--- src/rtl/if_fetch_stage.sv ---
// Instruction-fetch stage and IF/ID pipeline register. It owns the PC and runs the
// instruction-memory request/ready handshake, the hazard stall and the ID-stage redirects.
module if_fetch_stage #(
  parameter logic [31:0] RESET_PC  = 32'h0000_0000,
  parameter logic [31:0] NOP_INSTR = 32'h0000_0000
) (
  input  logic        clk,
  input  logic        reset,
  input  logic        stall,
  input  logic [1:0]  ID_Jump,
  input  logic        ID_Branch,
  input  logic [31:0] BranchTarget,
  input  logic [31:0] JumpTarget,
  input  logic [31:0] JrTarget,
  output logic [31:0] IMem_Addr,
  output logic        IMem_Req,
  input  logic [31:0] IMem_Data,
  input  logic        IMem_Ready,
  output logic [31:0] IFID_Instr,
  output logic [31:0] IFID_PC4,
  output logic        IFID_Valid
);

  typedef enum logic [1:0] {
    S_BOOT  = 2'd0,
    S_FETCH = 2'd1,
    S_WAIT  = 2'd2
  } state_t;

  state_t      state_q, state_d;
  logic [31:0] pc_q, pc_d;
  logic [31:0] instr_q, instr_d;
  logic [31:0] pc4_q, pc4_d;
  logic        valid_q, valid_d;

  logic        is_jr, is_j, redirect;
  logic [31:0] target, pc_plus4;

  // ID_Jump==11 falls through to sequential behaviour without redirecting.
  assign is_jr    = (ID_Jump == 2'b10);
  assign is_j     = (ID_Jump == 2'b01);
  assign redirect = (ID_Branch | is_j | is_jr) & ~stall;
  assign target   = is_jr ? JrTarget : (is_j ? JumpTarget : BranchTarget);
  assign pc_plus4 = pc_q + 32'd4;

  always_comb begin
    state_d = state_q;
    pc_d    = pc_q;
    instr_d = instr_q;
    pc4_d   = pc4_q;
    valid_d = valid_q;
    if (stall) begin
      // Hold everything; memory data returned now is dropped and refetched later.
    end else if (redirect) begin
      pc_d    = target;
      instr_d = NOP_INSTR;
      valid_d = 1'b0;
      state_d = S_FETCH;
    end else if (IMem_Ready && state_q != S_BOOT) begin
      instr_d = IMem_Data;
      pc4_d   = pc_plus4;
      valid_d = 1'b1;
      pc_d    = pc_plus4;
      state_d = S_FETCH;
    end else begin
      instr_d = NOP_INSTR;
      valid_d = 1'b0;
      case (state_q)
        S_BOOT:  state_d = S_FETCH;
        S_FETCH: state_d = S_WAIT;
        default: state_d = S_WAIT;
      endcase
    end
  end

  always_ff @(posedge clk or negedge reset) begin
    if (!reset) begin
      state_q <= S_BOOT;
      pc_q    <= RESET_PC;
      instr_q <= NOP_INSTR;
      pc4_q   <= 32'd0;
      valid_q <= 1'b0;
    end else begin
      state_q <= state_d;
      pc_q    <= pc_d;
      instr_q <= instr_d;
      pc4_q   <= pc4_d;
      valid_q <= valid_d;
    end
  end

  assign IMem_Addr  = pc_q;
  assign IMem_Req   = (state_q != S_BOOT);
  assign IFID_Instr = instr_q;
  assign IFID_PC4   = pc4_q;
  assign IFID_Valid = valid_q;

endmodule

--- config.mk ---
export PLATFORM = sky130hd
export DESIGN_NAME = if_fetch_stage
export DESIGN_NICKNAME = d
export VERILOG_FILES = /design/src/rtl/if_fetch_stage.sv
export SDC_FILE = /design/constraint.sdc
export NUM_CORES = 1
export LEC_CHECK = 0
export CORE_MARGIN = 2
export CORE_UTILIZATION = 47
export DETAILED_ROUTE_END_ITERATION = 7
export PLACE_DENSITY_LB_ADDON = 0.08
export SLEW_MARGIN = 15
export SYNTH_ARGS = -nofsm -noshare
export SYNTH_HDL_FRONTEND = slang
export SYNTH_SLANG_ARGS = --single-unit
--- constraint.sdc ---
create_clock -name clk -period 4.5 [get_ports clk]
set_input_delay 0.9 -clock clk [delete_from_list [all_inputs] [get_ports clk]]
set_output_delay 0.9 -clock clk [all_outputs]
set_load 0.05 [all_outputs]
---- Yosys cells after proc, flatten, opt, wreduce, memory -nomap -nowiden ----
Index checks and enable logic that the tools add are counted.
word-level totals
  flip-flop bits (word level) ............. 99
  logic and storage cells ................. 30
  output and inout port bits .............. 98
  input bits .............................. 135
operators by class
  add/sub/neg operators ................... 1
  reduce and logical (&&, ||, !) cells .... 6
  multiplexer cells ....................... 11
  equality and inequality tests ........... 2
  bitwise operators ....................... 5
operator list
  cell                                            count
  two-way mux 32 bit                              6
  adder 32 x 3 -> 32 bit (second input constant)  1
  two-way mux 2 bit                               3
  nonzero test 2 bit                              2
  AND reduction 3 bit                             1
  == test 2 x 1 -> 1 bit (second input constant)  1
  == test 2 bit (second input constant)           1
  logical NOT 2 bit                               1
  two-way mux 1 bit                               2
  NOT 1 bit                                       2
  OR 1 bit                                        2
  AND reduction 2 bit                             1
  bitwise AND 1 bit                               1
  logical AND 1 bit                               1

---- Logic depth before layout (Yosys ltp) ----
  depth after elaboration ................. 6
  gate-level depth with buffers ........... 7
  mapped depth without buffers ............ 6

---- Least setup slack after synthesis ----
OpenSTA, ideal clock, no wires.
  path kind ............................... reg-to-reg
  start ................................... reg pc_q[2] (netlist: IMem_Addr[2])
  end ..................................... reg pc_q[16] (netlist: IMem_Addr[16])
  data arrival time ....................... 2,253 ps
  required time ........................... 4,338 ps
  clock period less this slack ............ 2,414 ps
  slack ................................... 2,086 ps
  buffers on the path ..................... 1
  setup time .............................. 162 ps
  stages on the path, launching flop included .. 8
  cells stage by stage .................... dfrtp_1 ha_1 nand3_1 or4_4 buf_6 o21a_1 o21ai_0 o311ai_0
between the ends
  word-level cells in the longest chain between the ends .. 3
RTL lines
  what                    RTL line  RTL
  from (decl)             31        logic [31:0] pc_q, pc_d;
  from (signal assigned)  85        pc_q <= pc_d;
  adder 32 x 3 -> 32 bit  44        assign pc_plus4 = pc_q + 32'd4;
  two-way mux 32 bit      59        end else if (IMem_Ready && state_q != S_BOOT) begin
  two-way mux 32 bit      54        end else if (redirect) begin
Every way passes these cells. The select of a mux whose other input is x is not followed.
A chain may end at the register's enable or synchronous reset.

---- Worst setup path in the final report ----
  start ................................... in stall
  end ..................................... reg pc4_q[29] (netlist: IFID_PC4[29])
between the ends
  word-level cells in the longest chain between the ends .. 4
RTL lines
  what                                      RTL line  RTL
  from (decl)                               9         input logic stall,
  NOT 1 bit (no source line) (*)            --
  bitwise AND 1 bit                         42        assign redirect = (ID_Branch | is_j | is_jr) & ~stall;
  NOT 1 bit (no source line)                --
  AND reduction 3 bit (no source line) (*)  --
  to (signal assigned)                      87        pc4_q <= pc4_d;
  to (decl)                                 33        logic [31:0] pc4_q, pc4_d;
Mark *: on every way between the ends. The rest lies on a longest branch, timed or not.

==> results_dict.tcl <==
set metrics [dict create \
    p_seq_frac 0.365 \
    cp-end-kind "flop" \
    syn_area_um2 5700 \
    die_w_um 114.1 \
    switching_share 0.4142 \
    overflow 0 \
    drc 0 \
    io_buffers 232 \
    vias 5455 \
    fmax_ghz 0.3164 \
    cap_violations 0 \
    fin_worst_skew_ns 0.006486 \
    rsz0062_at_grt "no" \
    path_max_fanout 40 \
    first_iter_violations 415 \
    cts_num_sinks 99 \
    power_frac_comb 0.406 \
    layout_commonest_cell "clkdlybuf4s50_1" \
    area_growth_pct 45.41 \
    ys_warn_count 0 \
    initial_core_util 0.4786 \
    dr.pass1.iters 4 \
    slew_violations 0 \
    numCtsBuffers 9 \
    worstSetupStartpointType "input port" \
    avgSynthCellArea_um2 9.391 \
    crit_arrival_ns 3.39 \
    most-common-layout-cells "229 x clkdlybuf4s50_1, 99 x dfrtp_1, 84 x nand2_1" \
    num_rows 40 \
    post-cts-setup-buffers 0 \
    ys_seq_area_frac 0.4346 \
    synth_fp_nets 743 \
    cts_hold_buf 0 \
    hp-class "reg -> reg" \
    ys_types 49 \
    finalNetCount 942 \
    num_antenna_cells 0 \
    cts.clk_slew.worst_paths_ns 0.07 \
    grt_use_total 0.2667 \
    grt_pass1_wl_mm 27.18 \
    dp_hpwl_mm 13.31 \
    p_per_area_nw_per_um2 399.3 \
    wire_per_inst_um 18.09 \
    tritoncts "built" \
    gp_congestion 0.9151 \
    grt_max_degree 92 \
    dp_slack_ns 1.007 \
    finalHoldViolations 0 \
    clkPwrFrac 0.230 \
    clock-root-buffer "clkbuf_16" \
    ys.flop_type "dfrtp_1" \
    vias_per_cell 5.694 \
    synthCells 607 \
    htree_num_levels 3 \
    relSlewSlack 0.2567 \
    wl_mm 17.33 \
    clock_latency_ns 0.35 \
    ir_drop_mv 0.2146 \
    timing.final.ws_setup_ns 1.340 \
    ios 233 \
    grt_pass1_vias 5240 \
    setup_tns_ns 0 \
    dieArea_um2 13030 \
    p_sw_w 0.001371 \
    async_reset_ff_frac 1.000 \
    synth-seq-cells 99 \
    cts_buffer_depth 2 \
    worst_pin_slew_ns 1.111 \
    synth_edf_count 0 \
    ant_nets 0 \
    grt_antenna_before_repair 0 \
    status "complete, no violations" \
    criticalPathCategory "in -> reg" \
    drive_gt1_frac 0.05795 \
    finalCritPeriodShare 0.7022 \
    coreArea_um2 11910 \
    intPower_w 0.001939 \
    required_ns 4.73 \
    ctsResizeCount 0 \
    period_needed_ns 3.160 \
    finalSetupViolations 0 \
    die_y_um 114.1 \
    p_leak_nw 3.354 \
]
[final cells by class]
cell class | count | area [um2]
fillers | 948 | 3622
multi-input cells | 453 | 2952
flip-flops and latches | 99 | 2477
repair buffers | 239 | 2365
clock buffers | 10 | 239.0
well taps | 147 | 183.9
clock inverters | 6 | 57.56
inverters | 4 | 15.01
[critical path, cell delays in order]
cell             delay [ns]
clkdlybuf4s50_1        0.76
or3b_2                 0.80
nor2_2                 0.13
buf_4                  0.39
mux2_2                 0.39
[metal layers]
| metal | up-vias | global-route usage | wire length, um |
|---|---|---|---|
| met5 | - | 0 | 0 |
| met4 | 0 | 0.1146 | 543 |
| met3 | 37 | 0.05294 | 1381 |
| met2 | 258 | 0.4103 | 8010 |
| met1 | 2564 | 0.3688 | 7394 |
| li1 | 2596 | - | - |
[path summary, 6_finish.rpt]
kind | from | slack [ns] | cells after the start | to
worst min-delay path | IFID_PC4[20] | 0.48 | 2 | IFID_PC4[20]
max in group asynchronous | reset | 2.93 | 2 | IFID_Valid
worst max register to register | IMem_Addr[2] | 1.94 | 6 | IFID_PC4[30]
worst min register to register | IFID_PC4[20] | 0.48 | 2 | IFID_PC4[20]
worst max-delay path | stall | 1.34 | 5 | IFID_PC4[29]
min in group asynchronous | reset | 0.67 | 1 | IFID_PC4[18]
[per-stage QoR]
step | hold slack [ns] | cells | utilization | total power, W | instance area, um2
after floorplan | 0.4607 | 607 | - | 0.002016 | 5700
after global placement | 0.4617 | 942 | 0.6710 | 0.002539 | 7993
after detailed placement | 0.4699 | 942 | 0.6710 | 0.002567 | 7993
after CTS | 0.4850 | 958 | 0.6959 | 0.003325 | 8289
after global routing | 0.5020 | 958 | 0.6959 | 0.003456 | 8289
final | 0.4800 | 958 | 0.6959 | 0.003309 | 8289
[cell usage after synthesis (3+ instances only)]
library cell   n  area [um2]
a211oi_1      27       202.7
a21oi_1       35       175.2
a22o_1        32       280.3
a31oi_1        3       18.77
and3_1         6       37.54
buf_1          6       22.52
buf_2          8       40.04
buf_4          3       22.52
buf_6          5       56.30
clkbuf_1      28       105.1
dfrtp_1       99        2477
inv_1          4       15.01
mux2_2         6       67.56
mux2i_1       32       320.3
nand2_1       84       315.3
nand3_1       22       110.1
nand4_1       16       100.1
nor2_1        15       56.30
nor2b_1       28       175.2
nor3_1         6       30.03
o211ai_1       4       30.03
o21a_1         3       22.52
o21ai_0       50       250.2
o21ai_1        3       15.01
o311ai_0      11       96.34
xnor2_1       18       157.7
xor2_1        24       210.2
[power groups by stage]
stage          sequential, W  combinational [W]  clock (W)
2_1_floorplan        0.00169           0.000329          0
3_3_place_gp         0.00121            0.00133          0
3_5_place_dp         0.00122            0.00135          0
4_1_cts              0.00120            0.00135   0.000771
5_1_grt              0.00123            0.00142   0.000811
6_report             0.00121            0.00134   0.000760
[kinds of logic (layout without fill, tap and decap cells)]
logic type,after synthesis,in the layout,share of synthesized area
flip-flops,99,99,0.4346
XOR/XNOR,42,42,0.06453
adder cells (fa/ha/maj),1,1,0.002195
AO/OA/AOI/OAI,174,174,0.2002
buffers and inverters,55,259,0.04850
multiplexers,38,38,0.06804
AND/OR/NAND/NOR,198,198,0.1820
[registers in the layout, summed over array words and instances, names as in the netlist]
register and count:
IFID_Instr 32, IFID_PC4 32, IMem_Addr 32, state_q 2, IFID_Valid 1
Power figures use the tool's default switching activity.
